`config.mk`:
```
export PLATFORM = sky130hd
export DESIGN_NAME = tmds_serializer
export DESIGN_NICKNAME = d
export VERILOG_FILES = /design/src/rtl/tmds_serializer.sv
export SDC_FILE = /design/constraint.sdc
export NUM_CORES = 1
export LEC_CHECK = 0
export ABC_AREA = 1
export CORE_ASPECT_RATIO = 1.75
export CORE_MARGIN = 2
export CORE_UTILIZATION = 35
export DETAILED_ROUTE_END_ITERATION = 10
export SETUP_SLACK_MARGIN = 0.4
export SYNTH_ARGS = -nofsm -noshare
export SYNTH_HDL_FRONTEND = slang
export SYNTH_SLANG_ARGS = --single-unit
export TNS_END_PERCENT = 5
```
`constraint.sdc`:
```
create_clock -name clk -period 2.3 [get_ports clk]
set_clock_uncertainty 0.2 [all_clocks]
set_input_delay 0.575 -clock clk [delete_from_list [all_inputs] [get_ports clk]]
set_output_delay 0.575 -clock clk [all_outputs]
set_load 0.01 [all_outputs]
```
`src/rtl/tmds_serializer.sv`:
```
// TMDS output stage in the serial-clock domain.
// Queues pre-encoded 10-bit symbol words for CHANNELS lanes in a small FIFO.
// Shifts each word out BITS_PER_CLK bits per clock, LSB first.
// Also drives the TMDS clock lane and the complementary outputs.
// An empty FIFO at a word slot sends IDLE_SYMBOL and raises a sticky underflow flag.
module tmds_serializer #(
  parameter int         CHANNELS     = 3,
  parameter int         BITS_PER_CLK = 1,
  parameter int         FIFO_DEPTH   = 4,
  parameter logic [9:0] IDLE_SYMBOL  = 10'b1101010100,
  parameter bit         DIFF_OUT     = 1'b1
) (
  input  logic                             clk,
  input  logic                             reset,
  input  logic [10*CHANNELS-1:0]           in_data,
  input  logic                             in_valid,
  output logic                             in_ready,
  output logic [$clog2(FIFO_DEPTH):0]      fill,
  output logic                             load,
  output logic                             underflow,
  input  logic                             underflow_clr,
  output logic [BITS_PER_CLK*CHANNELS-1:0] out_tmds,
  output logic [BITS_PER_CLK*CHANNELS-1:0] out_tmds_n,
  output logic [BITS_PER_CLK-1:0]          out_tmds_clk,
  output logic [BITS_PER_CLK-1:0]          out_tmds_clk_n
);

  localparam int B  = BITS_PER_CLK;
  localparam int W  = 10 / B;
  localparam int AW = $clog2(FIFO_DEPTH);
  localparam int PW = $clog2(W);

  localparam logic [PW-1:0] LAST_PHASE  = PW'(W - 1);
  localparam logic [AW:0]   FILL_FULL   = (AW + 1)'(FIFO_DEPTH);
  localparam logic [9:0]    CLK_PATTERN = 10'b0000011111;

  // Slot timing
  logic [PW-1:0] phase_q, phase_d;
  logic          load_slot;

  // Symbol-word FIFO
  logic [10*CHANNELS-1:0] mem_q [FIFO_DEPTH];
  logic [AW-1:0]          wr_ptr_q, rd_ptr_q;
  logic [AW:0]            fill_q;
  logic                   fifo_empty;
  logic                   push;
  logic                   pop;

  // Sticky underflow flag
  logic underflow_q;

  // Lane and clock-lane shift registers plus registered serial outputs
  logic [10*CHANNELS-1:0] shreg_q, shreg_d;
  logic [9:0]             clk_shreg_q, clk_shreg_d;
  logic [B*CHANNELS-1:0]  out_q, out_n_q, out_d;
  logic [B-1:0]           clk_out_q, clk_out_n_q, clk_out_d;

  // Slot control: load on the last phase, pop only when a word is waiting.
  always_comb begin
    load_slot  = (phase_q == LAST_PHASE);
    phase_d    = load_slot ? '0 : phase_q + 1'b1;
    fifo_empty = (fill_q == '0);
    in_ready   = (fill_q != FILL_FULL);
    push       = in_valid && in_ready;
    pop        = load_slot && !fifo_empty;
  end

  // Next shift-register contents: load a fresh word on the slot, otherwise shift right zero-filled.
  always_comb begin
    // NOTE: every always_comb output gets a default first so no path can leave it unassigned (no latch).
    shreg_d     = shreg_q;
    clk_shreg_d = clk_shreg_q;
    out_d       = '0;
    clk_out_d   = '0;
    for (int c = 0; c < CHANNELS; c++) begin
      if (load_slot) begin
        shreg_d[10*c +: 10] = fifo_empty ? IDLE_SYMBOL : mem_q[rd_ptr_q][10*c +: 10];
      end else begin
        shreg_d[10*c +: 10] = shreg_q[10*c +: 10] >> B;
      end
      out_d[B*c +: B] = shreg_d[10*c +: B];
    end
    clk_shreg_d = load_slot ? CLK_PATTERN : (clk_shreg_q >> B);
    clk_out_d   = clk_shreg_d[B-1:0];
  end

  // FIFO storage write port.
  // NOTE: the storage array has no reset; emptiness is carried by the pointers and fill counter alone.
  always_ff @(posedge clk) begin
    if (push) begin
      mem_q[wr_ptr_q] <= in_data;
    end
  end

  // Phase counter, FIFO pointers, explicit fill counter and sticky underflow.
  always_ff @(posedge clk or posedge reset) begin
    if (reset) begin
      // NOTE: sequential state is only ever updated with non-blocking assignments.
      phase_q     <= '0;
      wr_ptr_q    <= '0;
      rd_ptr_q    <= '0;
      fill_q      <= '0;
      underflow_q <= 1'b0;
    end else begin
      phase_q <= phase_d;
      if (push) begin
        wr_ptr_q <= wr_ptr_q + 1'b1;
      end
      if (pop) begin
        rd_ptr_q <= rd_ptr_q + 1'b1;
      end
      case ({push, pop})
        2'b10:   fill_q <= fill_q + 1'b1;
        2'b01:   fill_q <= fill_q - 1'b1;
        default: fill_q <= fill_q;
      endcase
      // Setting wins over clearing when both happen in one cycle.
      if (load_slot && fifo_empty) begin
        underflow_q <= 1'b1;
      end else if (underflow_clr) begin
        underflow_q <= 1'b0;
      end
    end
  end

  // Shift registers and output registers; true and complement outputs load on the same edge.
  always_ff @(posedge clk or posedge reset) begin
    if (reset) begin
      shreg_q     <= '0;
      clk_shreg_q <= '0;
      out_q       <= '0;
      out_n_q     <= '0;
      clk_out_q   <= '0;
      clk_out_n_q <= '0;
    end else begin
      shreg_q     <= shreg_d;
      clk_shreg_q <= clk_shreg_d;
      out_q       <= out_d;
      out_n_q     <= DIFF_OUT ? ~out_d : '0;
      clk_out_q   <= clk_out_d;
      clk_out_n_q <= DIFF_OUT ? ~clk_out_d : '0;
    end
  end

  assign fill           = fill_q;
  assign load           = load_slot;
  assign underflow      = underflow_q;
  assign out_tmds       = out_q;
  assign out_tmds_n     = out_n_q;
  assign out_tmds_clk   = clk_out_q;
  assign out_tmds_clk_n = clk_out_n_q;

endmodule
```
==> results of run 1 <==
## layer usage
layer / track usage (%) / part of all wire, % / up-vias
met5: 0 / 0 / -
met4: 5.70 / 1.1 / 0
met3: 2.31 / 3.2 / 6
met2: 27.0 / 57 / 65
met1: 14.6 / 38 / 2084
li1: - / - / 2176
## registers in the layout, summed over array words and instances, names as in the netlist, 3 cells and up
register     cells
shreg_q         28
mem_q          120
fill             3
phase_q          4
clk_shreg_q      5
out_tmds_n       3
## what timing repair did
item	4_1_cts	5_1_grt
pin swaps	1	7
endpoints found under the setup margin	16	16
buffers inserted	3	3
cloned	0	0
gates resized for setup	10	9
## Yosys cell counts, types with 4 or more instances
| cell type | n |
|---|---|
| sky130_fd_sc_hd__a21oi_1 | 7 |
| sky130_fd_sc_hd__buf_2 | 10 |
| sky130_fd_sc_hd__buf_4 | 8 |
| sky130_fd_sc_hd__buf_6 | 4 |
| sky130_fd_sc_hd__clkbuf_1 | 7 |
| sky130_fd_sc_hd__dfrtp_1 | 51 |
| sky130_fd_sc_hd__edfxtp_1 | 120 |
| sky130_fd_sc_hd__ha_1 | 5 |
| sky130_fd_sc_hd__inv_1 | 100 |
| sky130_fd_sc_hd__inv_2 | 4 |
| sky130_fd_sc_hd__nand2_1 | 196 |
| sky130_fd_sc_hd__nand3_1 | 50 |
| sky130_fd_sc_hd__nor2_1 | 40 |
| sky130_fd_sc_hd__o21ai_0 | 21 |
| sky130_fd_sc_hd__o21ai_1 | 7 |
| sky130_fd_sc_hd__or2_2 | 4 |
| sky130_fd_sc_hd__xor2_1 | 4 |
## kinds of logic after synthesis
logic type	share of synthesized area (%)
flip-flops	69.6
XOR/XNOR	0.624
buffers and inverters	8.24
adder cells (fa/ha/maj)	1.18
AO/OA/AOI/OAI	2.84
AND/OR/NAND/NOR	17.6
## power breakdown
| part | total, mW | internal, mW | switching [mW] |
|---|---|---|---|
| combinational | 3.28 | 1.23 | 2.05 |
| clock | 2.64 | 1.43 | 1.21 |
| sequential | 4.08 | 3.94 | 0.141 |
## per-stage QoR
| stage | utilization (%) | hold slack [ps] | TNS [ps] | setup WS, ps |
|---|---|---|---|---|
| after floorplan | - | 190 | 0 | 142 |
| after global placement | 40.0 | 202 | -86.3 | -86.3 |
| after detailed placement | 40.0 | 204 | -89.4 | -89.4 |
| after CTS | 42.8 | 213 | 0 | 188 |
| after global routing | 43.1 | 249 | 0 | 173 |
| final | 43.1 | 207 | 0 | 234 |
## area by class of cell
type                    instances  area [um2]  share of cell area (%)
clock inverters                14         110                    1.29
flip-flops and latches        171        4880                    57.4
well taps                     245         307                    3.60
repair buffers                 71         754                    8.87
multi-input cells             346        1610                    19.0
clock buffers                  18         439                    5.16
inverters                     105         399                    4.69
## final timing paths
path	slack, ps	from	cells past startpoint	endpoint
max	230	out_tmds_n[1]	1	out_tmds_n[1]
min reg2reg	210	clk_shreg_q[1]	1	out_tmds_clk_n
max reg2reg	260	phase_q[2]	11	fill[2]
min	210	clk_shreg_q[1]	1	out_tmds_clk_n
min in group asynchronous	250	reset	2	out_tmds[1]
max in group asynchronous	1170	reset	3	shreg_q[26]
==> flow_summary.toml, run 1 <==
[critical_path]
category_of_the_worst_setup_path_launch_point = "register"
worstSetupEndpointType = "output port"
path_delay_family = "buffers and inverters"
critPathMaxFanout = 1
path_buf_inv = 1
critPathArrivalTime_ps = 1290
cpMaxStageDelayCell = "sky130_fd_sc_hd__clkdlybuf4s50_1"
critical_path_class = "register to output port"
required_ps = 1520
timing.critical_path.cells = "clkdlybuf4s50_1"
max_stage_delay_ps = 530

[yosys]
postSynth.topFlopCell = "sky130_fd_sc_hd__edfxtp_1"
synth-async-reset-ratio_pct = 29.8
synthesis.nets = 691
post-synth-top-area-cell = "sky130_fd_sc_hd__edfxtp_1"
sequential_area_share_after_synthesis_pct = 69.6
synth_edf_count = 120
main_area_contributors_after_synthesis = "sky130_fd_sc_hd__edfxtp_1 (51%), sky130_fd_sc_hd__dfrtp_1 (18%), sky130_fd_sc_hd__nand2_1 (10%)"
post-synth-top-area-fraction_pct = 51.4
register_bit_total_from_synthesis = 171
count_of_mapped_cells_out_of_synthesis = 651
syn_avg_cell_area_um2 = 10.8
mappedNetlistArea_mm2 = 0.00702
synth.yosys.warnings = 0
synthDistinctLibCells = 27

[timing]
relSlewSlack_pct = 73.6
final.period_utilization_pct = 89.8
unrepaired_setup_endpoints_after_global_routing = "true"
maximum_clock_frequency_mhz = 484
finalWorstPathRequiredPeriod_ps = 2070
max_slew.worst_pin.slew_ps = 396
slew_viol_final = 0
hold_viol_final = 0
count_of_endpoints_failing_setup_in_the_final_report = 0

[placement]
portBuffers = 47
dp_hpwl_mm = 9.07
gpl.final_weighted_congestion = 0.733
dpl.cell_count = 932
dpl-instance-area_mm2 = 0.00790

[run_status]
status = "finished clean"

[layout]
final_cell_mix = "sky130_fd_sc_hd__nand2_1 (193), sky130_fd_sc_hd__edfxtp_1 (120), sky130_fd_sc_hd__inv_1 (94)"
layout-area-overhead-vs-synth_pct = 21.2
num-fill-cells = 1849
ratio_of_cells_with_drive_above_1_in_the_final_layout_pct = 12.3
final_common_cell = "sky130_fd_sc_hd__nand2_1"
final_nets = 752
antenna_cells_inserted = 0
post_layout_nonfiller_instances = 970
stdcell_area_mm2 = 0.00850

[die]
die_h_um = 191
initial_utilization_pct = 35.5
fp-row-count = 68
io_pins = 48
area_of_the_die_mm2 = 0.0212
core_area_mm2 = 0.0197
dieWidth_um = 111

[clock_network]
cts_sinks = 171
ctsLongestPathBuffers = 2
cts_tree = "done"
h_tree_level_count = 4
insertion_delay_ps = 430
hold_fix_buffers_cts = 0
number_of_buffers_inserted_during_clock_tree_synthesis = 17
path_clk_slew_ps = 70
cts_root_cell = "sky130_fd_sc_hd__clkbuf_16"

[detailed_routing]
wl_per_cell_um = 14.4
drcViolationCount = 0
num_vias = 4331
finalWirelength_mm = 14.0
dr.pass1.iters = 4
drt_iter0_drc = 200
avgViaCountPerCell = 4.46
detail-route-antenna-nets = 0

[power_and_ir_drop]
vdd_ir_drop_max_v = 0.000622
power_mw = 10.0
p_leak_nw = 3.76
power_density_mw_per_mm2 = 1180

[grt]
initial_antenna_violation_count = 0
gr-total-overflow = 0
grt_pass1_vias = 4429
first_pass_grt_wire_length_mm = 22.5
grt_start_max_net_pins = 45
track_usage_pct = 13.8

[hold_path]
worst_hold_path_type = "register to register"

[flow_run]
cap_violations = 0
Note: power is estimated with default switching activity, not from simulation.
==> run 2: changes to the inputs <==
PLACE_DENSITY = 0.59   (was default)
==> flow_summary.toml, run 2 (synthesis results as in run 1) <==
[run_status]
status = "finished clean"

[placement]
portBuffers = 47
gpl.final_weighted_congestion = 0.720
dp_hpwl_mm = 9.01
dpl-instance-area_mm2 = 0.00794

[layout]
final_common_cell = "sky130_fd_sc_hd__nand2_1"
antenna_cells_inserted = 0
largestRegisters = "mem_q: 120 flops, shreg_q: 28 flops, clk_shreg_q: 5 flops"
max_flop_register = "mem_q"
ratio_of_cells_with_drive_above_1_in_the_final_layout_pct = 12.8
num-fill-cells = 1872
stdcell_area_mm2 = 0.00856
final_nets = 756
final_cell_mix = "sky130_fd_sc_hd__nand2_1 (193), sky130_fd_sc_hd__edfxtp_1 (120), sky130_fd_sc_hd__inv_1 (94)"
layout-area-overhead-vs-synth_pct = 22.0
max_ffs_per_register = 120

[detailed_routing]
num_vias = 4283
wl_per_cell_um = 13.8
dr.pass1.iters = 4
avgViaCountPerCell = 4.40
drt_iter0_drc = 149
detail-route-antenna-nets = 0
drcViolationCount = 0
finalWirelength_mm = 13.5

[critical_path]
worstSetupEndpointType = "output port"
timing.critical_path.cells = "clkdlybuf4s50_1"
regToRegEndpoint = "fill[2]"
required_ps = 1520
r2r.worst_path.cells = 11
critPathMaxFanout = 1
path_delay_family = "buffers and inverters"
setup.reg_to_reg.worst_slack_ps = 280
critical_path_class = "register to output port"
max_stage_delay_ps = 530
category_of_the_worst_setup_path_launch_point = "register"
cpMaxStageDelayCell = "sky130_fd_sc_hd__clkdlybuf4s50_1"
critPathArrivalTime_ps = 1290
path_buf_inv = 1
worst_r2r_startpoint = "fill[1]"

[power_and_ir_drop]
power_density_mw_per_mm2 = 1180
internal_power_mw = 6.72
power_mw = 10.1
p_clk_share_pct = 26.7
p_comb_share_pct = 32.8
p_leak_nw = 3.80
sw_frac_of_total_pct = 33.2
vdd_ir_drop_max_v = 0.000625
p_seq_share_pct = 40.5
p_sw_mw = 3.35

[die]
io_pins = 48
area_of_the_die_mm2 = 0.0212
core_area_mm2 = 0.0197
initial_utilization_pct = 35.5
die_h_um = 191
dieWidth_um = 111
fp-row-count = 68

[clock_network]
ctsLongestPathBuffers = 2
path_clk_slew_ps = 70
h_tree_level_count = 4
cts_root_cell = "sky130_fd_sc_hd__clkbuf_16"
cts_sinks = 171
insertion_delay_ps = 430
cts_tree = "done"
hold_fix_buffers_cts = 0
number_of_buffers_inserted_during_clock_tree_synthesis = 17

[timing]
final.period_utilization_pct = 90.0
unrepaired_setup_endpoints_after_global_routing = "true"
finalWorstPathRequiredPeriod_ps = 2070
hold_viol_final = 0
relSlewSlack_pct = 70.3
count_of_endpoints_failing_setup_in_the_final_report = 0
maximum_clock_frequency_mhz = 483
max_slew.worst_pin.slew_ps = 445
slew_viol_final = 0

[hold_path]
worst_hold_path_type = "register to register"
hold_path_end = "out_tmds_clk_n"
worstHoldPathCells = 1
hold_path_startpoint = "clk_shreg_q[1]"

[grt]
initial_antenna_violation_count = 0
grt_start_max_net_pins = 47
grt_pass1_vias = 4274
track_usage_pct = 13.6
first_pass_grt_wire_length_mm = 21.8
gr-total-overflow = 0

[flow_run]
cap_violations = 0
[run 2: final cells by class]
| class | instances | area, um2 | area share (%) |
|---|---|---|---|
| clock buffers | 21 | 482 | 5.63 |
| clock inverters | 11 | 82.6 | 0.965 |
| inverters | 105 | 399 | 4.66 |
| multi-input cells | 346 | 1610 | 18.9 |
| flip-flops and latches | 171 | 4880 | 57.0 |
| well taps | 245 | 307 | 3.58 |
| repair buffers | 75 | 793 | 9.27 |
[run 2: timing repair]
| item | CTS | global route |
|---|---|---|
| buffers inserted | 3 | 3 |
| pin swaps | 1 | 5 |
| setup endpoints to repair | 16 | 16 |
| gates resized for setup | 10 | 8 |
| endpoints found under the hold margin | 0 | 0 |
[run 2: worst max-delay path by stage]
stage / startpoint / cells past startpoint / endpoint
after global placement: in_valid / 8 / fill[2]
after detailed placement: in_valid / 8 / fill[2]
final: out_tmds[0] / 1 / out_tmds[0]
after CTS: fill[0] / 3 / in_ready
after floorplan: fill[1] / 4 / mem_q[0][0]
after global routing: phase_q[2] / 6 / load
[run 2: layer usage]
layer  up-vias  track usage [%]  wire (um)  part of all wire (%)
met3        16             3.30        341                   2.5
met1      2019             13.5       5080                    38
met2        64             26.7       7800                    58
met4         0             5.60        266                   2.0
met5         -                0          0                     0
li1       2184                -          -                     -
[run 2: power by group through the flow]
stage                     logic (mW)  registers (mW)  clock network [mW]
final                           3.30            4.08                2.69
after global routing            3.76            4.12                2.88
after CTS                       3.33            4.08                2.75
after detailed placement        3.31            4.14                   0
after global placement          3.27            4.13                   0
after floorplan                 2.16            4.15                   0
[run 2: stage by stage]
stage          utilization [%]  hold WS [ps]  std cells  worst slack [ps]  TNS (ps)
2_1_floorplan                -           190        651               142         0
3_3_place_gp              40.2           215        936             -93.6     -93.6
3_5_place_dp              40.2           217        936             -82.4     -82.4
4_1_cts                   43.1           226        971               188         0
5_1_grt                   43.4           248        974               168         0
6_report                  43.4           218        974               230         0
==> run 3: changes to the inputs <==
PLACE_DENSITY = default   (was 0.59)
==> results of run 3 <==
Final layout, timing and power as in run 1 (identical DEF).
